$ cat config.mk
export PLATFORM = sky130hd
export DESIGN_NAME = timer_prescaler
export DESIGN_NICKNAME = d
export VERILOG_FILES = /design/src/rtl/timer_prescaler.sv
export SDC_FILE = /design/constraint.sdc
export NUM_CORES = 1
export LEC_CHECK = 0
export ABC_AREA = 1
export CAP_MARGIN = 0
export CORE_MARGIN = 2
export CORE_UTILIZATION = 35
export DETAILED_ROUTE_END_ITERATION = 12
export PLACE_DENSITY = 0.62
export SKIP_CTS_REPAIR_TIMING = 1
export SYNTH_ARGS = -nofsm -noshare
export SYNTH_HDL_FRONTEND = slang
export SYNTH_SLANG_ARGS = --single-unit
$ cat constraint.sdc
create_clock -name clk -period 2.75 [get_ports clk]
set_clock_uncertainty 0.2 [all_clocks]
set_input_delay 0.55 -clock clk [delete_from_list [all_inputs] [get_ports clk]]
set_output_delay 0.55 -clock clk [all_outputs]
set_load 0.005 [all_outputs]
$ cat src/rtl/timer_prescaler.sv
// Count-enable prescaler for the 64-bit APB timer: power-of-two or linear (N+1) divide,
// with a shadowed divider setting that is applied only at a period boundary or while idle.
module timer_prescaler #(
  parameter int CNT_W = 8,
  parameter int DIV_W = 4
) (
  input  logic             clk,
  input  logic             rst_n,
  input  logic             timer_en,
  input  logic             div_en,
  input  logic             halt,
  input  logic             clr,
  input  logic             div_mode,
  input  logic [CNT_W-1:0] div_val,
  input  logic             div_upd,
  output logic [CNT_W-1:0] cnt,
  output logic             tick,
  output logic             cfg_pending
);

  logic             timer_en_q;
  logic             sh_mode;
  logic             act_mode;
  logic [CNT_W-1:0] sh_val;
  logic [CNT_W-1:0] act_val;

  logic             te_fall;
  logic             nxt_mode;
  logic [CNT_W-1:0] nxt_val;
  logic [DIV_W-1:0] exp_sel;
  logic [CNT_W-1:0] tc;

  assign te_fall = timer_en_q & ~timer_en;

  // A strobe in the same cycle as an apply point bypasses the shadow, so it is not lost.
  assign nxt_mode = div_upd ? div_mode : sh_mode;
  assign nxt_val  = div_upd ? div_val  : sh_val;

  // Terminal count from the active configuration only.
  always_comb begin
    // NOTE: give every combinational output a default on entry so no path leaves it unassigned (no latch).
    tc      = '0;
    exp_sel = act_val[DIV_W-1:0];
    if (act_mode) begin
      tc = act_val;
    end else if (int'(exp_sel) >= CNT_W) begin
      tc = '1;
    end else begin
      tc = (CNT_W'(1) << exp_sel) - CNT_W'(1);
    end
  end

  // While nothing is pending the shadow equals the active config, so applying
  // nxt_* at every apply point is harmless and keeps the branches uniform.
  always_ff @(posedge clk or negedge rst_n) begin
    if (!rst_n) begin
      timer_en_q  <= 1'b0;
      sh_mode     <= 1'b0;
      sh_val      <= '0;
      act_mode    <= 1'b0;
      act_val     <= '0;
      cnt         <= '0;
      tick        <= 1'b0;
      cfg_pending <= 1'b0;
    end else begin
      // NOTE: all state here uses non-blocking assignments so every branch sees pre-edge values.
      timer_en_q <= timer_en;
      if (div_upd) begin
        sh_mode <= div_mode;
        sh_val  <= div_val;
      end

      if (clr || te_fall) begin
        cnt         <= '0;
        tick        <= 1'b0;
        act_mode    <= nxt_mode;
        act_val     <= nxt_val;
        cfg_pending <= 1'b0;
      end else if (timer_en && halt) begin
        tick <= 1'b0;
        if (div_upd) cfg_pending <= 1'b1;
      end else if (!timer_en) begin
        cnt         <= '0;
        tick        <= 1'b0;
        act_mode    <= nxt_mode;
        act_val     <= nxt_val;
        cfg_pending <= 1'b0;
      end else if (!div_en) begin
        cnt         <= '0;
        tick        <= 1'b1;
        act_mode    <= nxt_mode;
        act_val     <= nxt_val;
        cfg_pending <= 1'b0;
      end else if (cnt == tc) begin
        cnt         <= '0;
        tick        <= 1'b1;
        act_mode    <= nxt_mode;
        act_val     <= nxt_val;
        cfg_pending <= 1'b0;
      end else begin
        cnt  <= cnt + CNT_W'(1);
        tick <= 1'b0;
        if (div_upd) cfg_pending <= 1'b1;
      end
    end
  end

endmodule
==> impl_metrics.json, run 1 <==
{
  "start_util_pct": 37.0,
  "syn2layout_area_growth_pct": 22.4,
  "synth_top_family_by_area": "simple AND/OR/NAND/NOR gates",
  "path_clk_slew_ns": 0.10,
  "ys_warn_count": 0,
  "setup_viol": 0,
  "synth_xor_area_share_pct": 2.68,
  "grt_start_max_net_pins": 29,
  "cp.arrival_ns": 2.42,
  "synth_area_um2": 1630,
  "cp-end-kind": "register",
  "htree_levels": 1,
  "fin_tns_setup_ns": 0,
  "numCtsBuffers": 3,
  "drc_errors": 0,
  "rrSetupSlack_ns": 0.31,
  "clockRootBuffer": "clkbuf_8",
  "worst_setup_path_start_kind": "register",
  "clock_sinks": 28,
  "p_leak_nw": 1.01,
  "die_area_um2": 5230,
  "rsz0062_at_grt": "no",
  "hp-class": "register to register",
  "diodes": 0,
  "max_slew_margin_pct": 70.7,
  "period_needed_ns": 2.44,
  "grtUsageTotal_pct": 15.0,
  "syn_area_per_cell_um2": 7.74,
  "ant_nets": 0,
  "io_pins": 26,
  "wl_per_cell_um": 11.4,
  "slew_violations": 0,
  "ir_worst_vdd_mv": 0.171,
  "ys_seq_area_share_pct": 42.9,
  "synth_compound_area_share_pct": 2.22,
  "power-per-cell-area_nw_per_um2": 509,
  "die_h_um": 72.3,
  "yosysTopAreaCell": "dfrtp_1",
  "finalPower_mw": 1.02,
  "synth_top_area_share_pct": 42.9,
  "synthSimpleGateAreaFrac_pct": 36.4,
  "avgViaCountPerCell": 4.71,
  "die_w_um": 72.3,
  "insertion_delay_ns": 0.28,
  "synth_fa_ha_area_share_pct": 1.53,
  "layout_commonest_cell": "nand2_1",
  "drive_gt1_share_pct": 13.1,
  "muxShareOfSynthArea_pct": 6.20,
  "syn_nets": 229,
  "max_freq_mhz": 410,
  "cts_tree": "built",
  "nets": 256,
  "grt.overflow.total": 0,
  "antenna_found_initial": 0,
  "synth_seq_cells": 28,
  "place_congestion": 0.883,
  "drt_first_iter_violations": 89,
  "core_um2": 4410,
  "timing.max_cap.violations": 0,
  "wl_mm": 3.28,
  "hold_violations": 0,
  "final_cell_mix": "nand2_1 (84), dfrtp_1 (28), clkdlybuf4s50_1 (25)",
  "outcome": "finished clean",
  "first_global_vias": 1378,
  "synthTopCellsByArea": "dfrtp_1 (43%), nand2_1 (19%), nand3_1 (6.4%)",
  "netlist_instances": 211,
  "clk_path_buf_depth": 2,
  "io_buffers": 25,
  "rows": 24,
  "grt_pass1_wl_mm": 6.22,
  "period_share_pct": 88.8,
  "hpwl_mm": 2.46,
  "crit_type": "register to register",
  "vias": 1361,
  "cp_max_fo": 11,
  "tightest_slew_ns": 0.438,
  "firstDrtPassIters": 4,
  "critPathRequiredTime_ns": 2.73,
  "synth_cell_types": 25
}
-- state kept, by name (all words and copies together), names as in the netlist --
signal	count
act_val	8
sh_mode	1
cnt	8
sh_val	8
tick	1
cfg_pending	1
act_mode	1
-- cell usage after synthesis --
library cell and instances:
buf_6 3, nor2_4 2, o21ai_2 1, nor2_2 4, nand3_2 2, buf_2 1, xor2_1 5, inv_1 21
dfrtp_1 28, or2_2 1, o21ai_0 2, o211ai_1 1, nor3_1 3, inv_4 1, inv_2 1, nand3_1 21
clkbuf_1 1, nand2_1 84, ha_1 2, nand3b_1 3, nand2_4 1, nand2_2 3, mux2_2 9, a21oi_1 2
nor2_1 9
-- where the power goes --
| part | leakage [nW] | switching (mW) | total, mW | internal, mW |
|---|---|---|---|---|
| clock | 0.0357 | 0.136 | 0.331 | 0.195 |
| sequential | 0.352 | 0.0329 | 0.477 | 0.444 |
| combinational | 0.623 | 0.117 | 0.210 | 0.0924 |
-- worst max-delay path, stage by stage, from the launching register on --
cell and delay (ns):
dfrtp_1 0.45, nor2_2 0.21, nand2_2 0.09, ha_1 0.31, nand2_1 0.07, nand2_1 0.04, nand3_1 0.06, nand2_1 0.05
inv_1 0.04, nand2_1 0.05, nor2_2 0.07, nand2_1 0.06, nor2_2 0.09, nand3_2 0.11, nand3_4 0.14, nand2_2 0.14
nand2_1 0.09, nand2_1 0.06
-- layer usage --
layer / GRT usage, % / share of wire (%) / vias to the layer above
li1: - / - / 708
met1: 21.0 / 49 / 626
met2: 23.9 / 46 / 22
met3: 1.39 / 3.4 / 5
met4: 6.29 / 2.0 / 0
met5: 0 / 0 / -
-- worst paths after layout --
kind	from	end	depth (start not counted)
hold reg to reg	act_val[6]	act_val[6]	2
setup / recovery	act_val[3]	act_mode	17
max in group asynchronous	rst_n	act_val[6]	2
hold / removal	act_val[6]	act_val[6]	2
setup reg to reg	act_val[3]	act_mode	17
min in group asynchronous	rst_n	act_val[4]	2
-- cells by family (layout without fill, tap and decap cells) --
group / after synthesis / count (layout)
buffers and inverters: 28 / 54
multiplexers: 9 / 9
AO/OA/AOI/OAI: 6 / 6
XOR/XNOR: 5 / 5
AND/OR/NAND/NOR: 133 / 133
flip-flops: 28 / 28
adder cells (fa/ha/maj): 2 / 2
-- stage by stage --
step	setup WS [ns]	utilization [%]	instances	instance area (µm²)	hold WS (ns)
floorplan	0.596	-	211	1630	0.0544
detailed placement	0.274	43.5	285	1920	0.256
finish	0.309	45.3	289	2000	0.276
global placement	0.301	43.5	285	1920	0.254
global route	0.0212	45.3	289	2000	0.304
CTS	0.253	45.2	289	1990	0.279
-- layout make-up --
type	count	area, µm²
clock buffer	3	41.3
clock inverter	1	30.0
fill	430	2410
inverter	23	88.8
multi-input combinational	155	810
sequential	28	701
tap	52	65.1
timing repair buffer	27	265
Note: power is estimated with default switching activity, not from simulation.
==> inputs of run 2 (changes only) <==
--- a/config.mk
+++ b/config.mk
@@ -7,10 +7,12 @@
 export LEC_CHECK = 0
 export ABC_AREA = 1
 export CAP_MARGIN = 0
+export CELL_PAD_IN_SITES_DETAIL_PLACEMENT = 0
+export CELL_PAD_IN_SITES_GLOBAL_PLACEMENT = 1
 export CORE_MARGIN = 2
 export CORE_UTILIZATION = 35
 export DETAILED_ROUTE_END_ITERATION = 12
-export PLACE_DENSITY = 0.62
+export PLACE_DENSITY = 0.78
 export SKIP_CTS_REPAIR_TIMING = 1
 export SYNTH_ARGS = -nofsm -noshare
 export SYNTH_HDL_FRONTEND = slang
==> impl_metrics.json, run 2 (same netlist as run 1, synthesis figures left out) <==
{
  "drt_first_iter_violations": 126,
  "io_pins": 26,
  "avgViaCountPerCell": 4.75,
  "critPathBufInv": 1,
  "firstDrtPassIters": 4,
  "dpl-instance-area_um2": 1920,
  "power-per-cell-area_nw_per_um2": 510,
  "fin_util_pct": 45.3,
  "rsz0062_at_grt": "no",
  "io_buffers": 25,
  "first_global_vias": 1327,
  "pre_cts_ws_ns": 0.252,
  "setup_viol": 0,
  "max_freq_mhz": 406,
  "grt_pass1_wl_mm": 5.88,
  "insertion_delay_ns": 0.28,
  "crit_type": "register to register",
  "htree_levels": 1,
  "ant_nets": 0,
  "worst_setup_path_start_kind": "register",
  "reg_top3": "act_val (8), cnt (8), sh_val (8)",
  "outcome": "finished clean",
  "numCtsBuffers": 3,
  "ir_worst_vdd_mv": 0.177,
  "path_clk_slew_ns": 0.10,
  "start_util_pct": 37.0,
  "final_cells": 289,
  "clk_path_buf_depth": 2,
  "critPathRequiredTime_ns": 2.73,
  "finalPower_mw": 1.02,
  "grt_start_max_net_pins": 29,
  "wl_per_cell_um": 11.8,
  "cts_tree": "built",
  "grt.overflow.total": 0,
  "drc_errors": 0,
  "fin_tns_setup_ns": 0,
  "place_congestion": 0.890,
  "drive_gt1_share_pct": 13.1,
  "vias": 1372,
  "diodes": 0,
  "cp_max_fo": 11,
  "place_inst": 285,
  "antenna_found_initial": 0,
  "period_share_pct": 89.6,
  "cp.arrival_ns": 2.44,
  "crit_family": "simple AND/OR/NAND/NOR gates",
  "clockRootBuffer": "clkbuf_8",
  "final_cell_mix": "nand2_1 (84), dfrtp_1 (28), clkdlybuf4s50_1 (25)",
  "critical-path-slowest-cell": "dfrtp_1",
  "fin_area_um2": 2000,
  "seq_area_um2": 701,
  "p_leak_nw": 1.01,
  "rows": 24,
  "die_area_um2": 5230,
  "crit_chain": "nor2_2 -> nand2_2 -> ha_1 -> nand2_1 -> nand2_1 -> nand3_1 -> nand2_1 -> inv_1 -> nand2_1 -> nor2_2 -> nand2_1 -> nor2_2 -> nand3_2 -> nand3_4 -> nand2_2 -> nand2_1 -> nand2_1",
  "timing.max_cap.violations": 0,
  "multiInputGateArea_um2": 810,
  "die_w_um": 72.3,
  "period_needed_ns": 2.46,
  "slowest_delay_ns": 0.46,
  "hold_violations": 0,
  "hold_ws_ns": 0.285,
  "critPathMostFrequentCell": "nand2_1",
  "hp-class": "register to register",
  "nets": 256,
  "cp-end-kind": "register",
  "tightest_slew_ns": 0.492,
  "hpwl_mm": 2.57,
  "postLayoutSetupSlackWorst_ns": 0.286,
  "wl_mm": 3.41,
  "layout_commonest_cell": "nand2_1",
  "slew_violations": 0,
  "die_h_um": 72.3,
  "grtUsageTotal_pct": 14.2,
  "core_um2": 4410,
  "num-fill-cells": 449,
  "clock_sinks": 28,
  "max_slew_margin_pct": 67.1,
  "syn2layout_area_growth_pct": 22.4
}
[run 2: cell counts in the layout (fill, tap and decap cells not counted)]
Identical to the previous run, type by type.
[run 2: metal layers]
layer	up-vias	share of wire, %	global-route usage, %
li1	706	-	-
met1	643	50	19.1
met2	16	46	23.3
met3	7	1.9	1.53
met4	0	1.9	5.45
met5	-	0	0
[run 2: worst min-delay path: stages (launching register included)]
cell and delay (ns):
dfrtp_1 0.35, nand2_1 0.06, nand2_1 0.05
[run 2: power by group]
| group | switching (mW) | internal, mW | total (mW) |
|---|---|---|---|
| clock network | 0.136 | 0.195 | 0.331 |
| logic | 0.121 | 0.0924 | 0.213 |
| registers | 0.0322 | 0.444 | 0.476 |
[run 2: cell type report]
| class | count | share of cell area (%) |
|---|---|---|
| flip-flops and latches | 28 | 35.0 |
| multi-input cells | 155 | 40.5 |
| clock buffers | 3 | 2.06 |
| clock inverters | 1 | 1.50 |
| repair buffers | 27 | 13.3 |
| well taps | 52 | 3.25 |
| inverters | 23 | 4.44 |
[run 2: path summary, 6_finish.rpt]
path                       startpoint         end  slack [ns]  cells past startpoint
setup reg to reg           act_val[3]    act_mode        0.29                     17
hold reg to reg            act_val[6]  act_val[6]        0.28                      2
hold / removal             act_val[6]  act_val[6]        0.28                      2
max in group asynchronous       rst_n  act_val[3]        1.63                      2
min in group asynchronous       rst_n   sh_val[5]        0.45                      2
setup / recovery           act_val[3]    act_mode        0.29                     17
==> inputs of run 3 (changes only) <==
--- a/config.mk
+++ b/config.mk
@@ -9,7 +9,6 @@
 export CAP_MARGIN = 0
 export CELL_PAD_IN_SITES_DETAIL_PLACEMENT = 0
 export CELL_PAD_IN_SITES_GLOBAL_PLACEMENT = 1
-export CORE_MARGIN = 2
 export CORE_UTILIZATION = 35
 export DETAILED_ROUTE_END_ITERATION = 12
 export PLACE_DENSITY = 0.78
==> constraint.sdc (replaced) <==
create_clock -name clk -period 2.77 [get_ports clk]
set_clock_uncertainty 0.2 [all_clocks]
set_input_delay 0.554 -clock clk [delete_from_list [all_inputs] [get_ports clk]]
set_output_delay 0.554 -clock clk [all_outputs]
set_load 0.005 [all_outputs]
==> impl_metrics.json, run 3 (same netlist as run 1, synthesis figures left out) <==
{
  "antenna_found_initial": 0,
  "cts_tree": "built",
  "crit_end": "act_mode",
  "grt_start_max_net_pins": 29,
  "cp_max_fo": 11,
  "final_cells": 289,
  "ant_nets": 0,
  "outcome": "finished clean",
  "hp-class": "register to register",
  "period_share_pct": 90.4,
  "p_leak_nw": 1.01,
  "tightest_slew_ns": 0.492,
  "diodes": 0,
  "critPathLaunch": "act_val[3]",
  "hold_violations": 0,
  "crit_family": "simple AND/OR/NAND/NOR gates",
  "rrSetupSlack_ns": 0.27,
  "rows": 24,
  "htree_levels": 1,
  "critPathBufInv": 1,
  "syn2layout_area_growth_pct": 22.4,
  "clk_path_buf_depth": 2,
  "die_h_um": 70.3,
  "hpwl_mm": 2.53,
  "clock_sinks": 28,
  "slew_violations": 0,
  "place_inst": 285,
  "numCtsBuffers": 3,
  "cp-end-kind": "register",
  "crit_type": "register to register",
  "hold_ws_ns": 0.284,
  "max_freq_mhz": 399,
  "period_needed_ns": 2.50,
  "vias": 1340,
  "wl_mm": 3.37,
  "grtUsageTotal_pct": 15.4,
  "slowest_delay_ns": 0.46,
  "critPathMostFrequentCell": "nand2_1",
  "cp.arrival_ns": 2.47,
  "place_congestion": 0.881,
  "drive_gt1_share_pct": 13.1,
  "critical_path_depth": 17,
  "critical-path-slowest-cell": "dfrtp_1",
  "avgViaCountPerCell": 4.64,
  "critPathRequiredTime_ns": 2.74,
  "io_pins": 26,
  "worst_setup_path_start_kind": "register",
  "ir_worst_vdd_mv": 0.226,
  "grt.overflow.total": 0,
  "die_w_um": 70.3,
  "clockRootBuffer": "clkbuf_8",
  "path_clk_slew_ns": 0.09,
  "rsz0062_at_grt": "no",
  "io_buffers": 25,
  "drc_errors": 0,
  "core_um2": 4410,
  "power-per-cell-area_nw_per_um2": 502,
  "nets": 256,
  "first_global_vias": 1360,
  "r2r_start": "act_val[3]",
  "layout_commonest_cell": "nand2_1",
  "drt_first_iter_violations": 88,
  "setup_viol": 0,
  "die_area_um2": 4950,
  "reg_top3": "act_val (8), cnt (8), sh_val (8)",
  "grt_pass1_wl_mm": 6.09,
  "firstDrtPassIters": 4,
  "crit-reg2reg-capture": "act_mode",
  "insertion_delay_ns": 0.27,
  "wl_per_cell_um": 11.7,
  "crit_chain": "nor2_2 -> nand3_1 -> ha_1 -> nand2_1 -> nand2_1 -> nand3_1 -> nand2_1 -> inv_1 -> nand2_1 -> nor2_2 -> nand2_1 -> nor2_2 -> nand3_2 -> nand3_4 -> nand2_2 -> nand2_1 -> nand2_1",
  "timing.max_cap.violations": 0,
  "fin_tns_setup_ns": 0,
  "max_slew_margin_pct": 67.1,
  "start_util_pct": 37.0,
  "rr_worst_depth": 17,
  "final_cell_mix": "nand2_1 (84), dfrtp_1 (28), clkdlybuf4s50_1 (25)"
}
[run 3: cell counts in the layout (fill, tap and decap cells not counted)]
No cell type changed its count.
[run 3: power by group]
group          internal (mW)  switching [mW]
logic                 0.0917           0.119
clock network          0.193           0.127
registers              0.441          0.0318
[run 3: metrics by stage]
stage	setup WS [ns]	util, %	cell area [µm²]	power [mW]
floorplan	0.616	-	1630	0.628
global placement	0.292	43.5	1920	0.692
detailed placement	0.237	43.5	1920	0.691
CTS	0.202	45.2	1990	1.02
global route	0.00897	45.3	2000	1.07
finish	0.266	45.3	2000	1.00
[run 3: area by class of cell]
type | instances | area [µm²]
tap | 52 | 65.1
inverter | 23 | 88.8
clock buffer | 3 | 41.3
fill | 450 | 2410
multi-input combinational | 155 | 810
timing repair buffer | 27 | 265
clock inverter | 1 | 30.0
sequential | 28 | 701
[run 3: worst min-delay path by stage]
| stage | start | end | slack, ns | cells after the start |
|---|---|---|---|---|
| global route | sh_val[5] | sh_val[5] | 0.32 | 1 |
| finish | act_val[6] | act_val[6] | 0.28 | 2 |
| floorplan | rst_n | act_mode | 0.06 | 0 |
| global placement | act_val[6] | act_val[6] | 0.26 | 2 |
| detailed placement | act_val[6] | act_val[6] | 0.26 | 2 |
| CTS | act_val[6] | act_val[6] | 0.29 | 2 |
[run 3: routing by layer]
layer	routed length [µm]	GRT usage, %	up-vias
li1	-	-	709
met1	1720	21.2	603
met2	1520	24.0	24
met3	90	2.31	4
met4	44	6.22	0
met5	0	0	-
[run 3: worst reg2reg max path: cells and delay by family, from the launching register on]
| kind | cells | cell delay (ns) |
|---|---|---|
| buffers and inverters | 1 | 0.05 |
| AND/OR/NAND/NOR | 15 | 1.39 |
| flip-flops | 1 | 0.46 |
| adder cells (fa/ha/maj) | 1 | 0.30 |
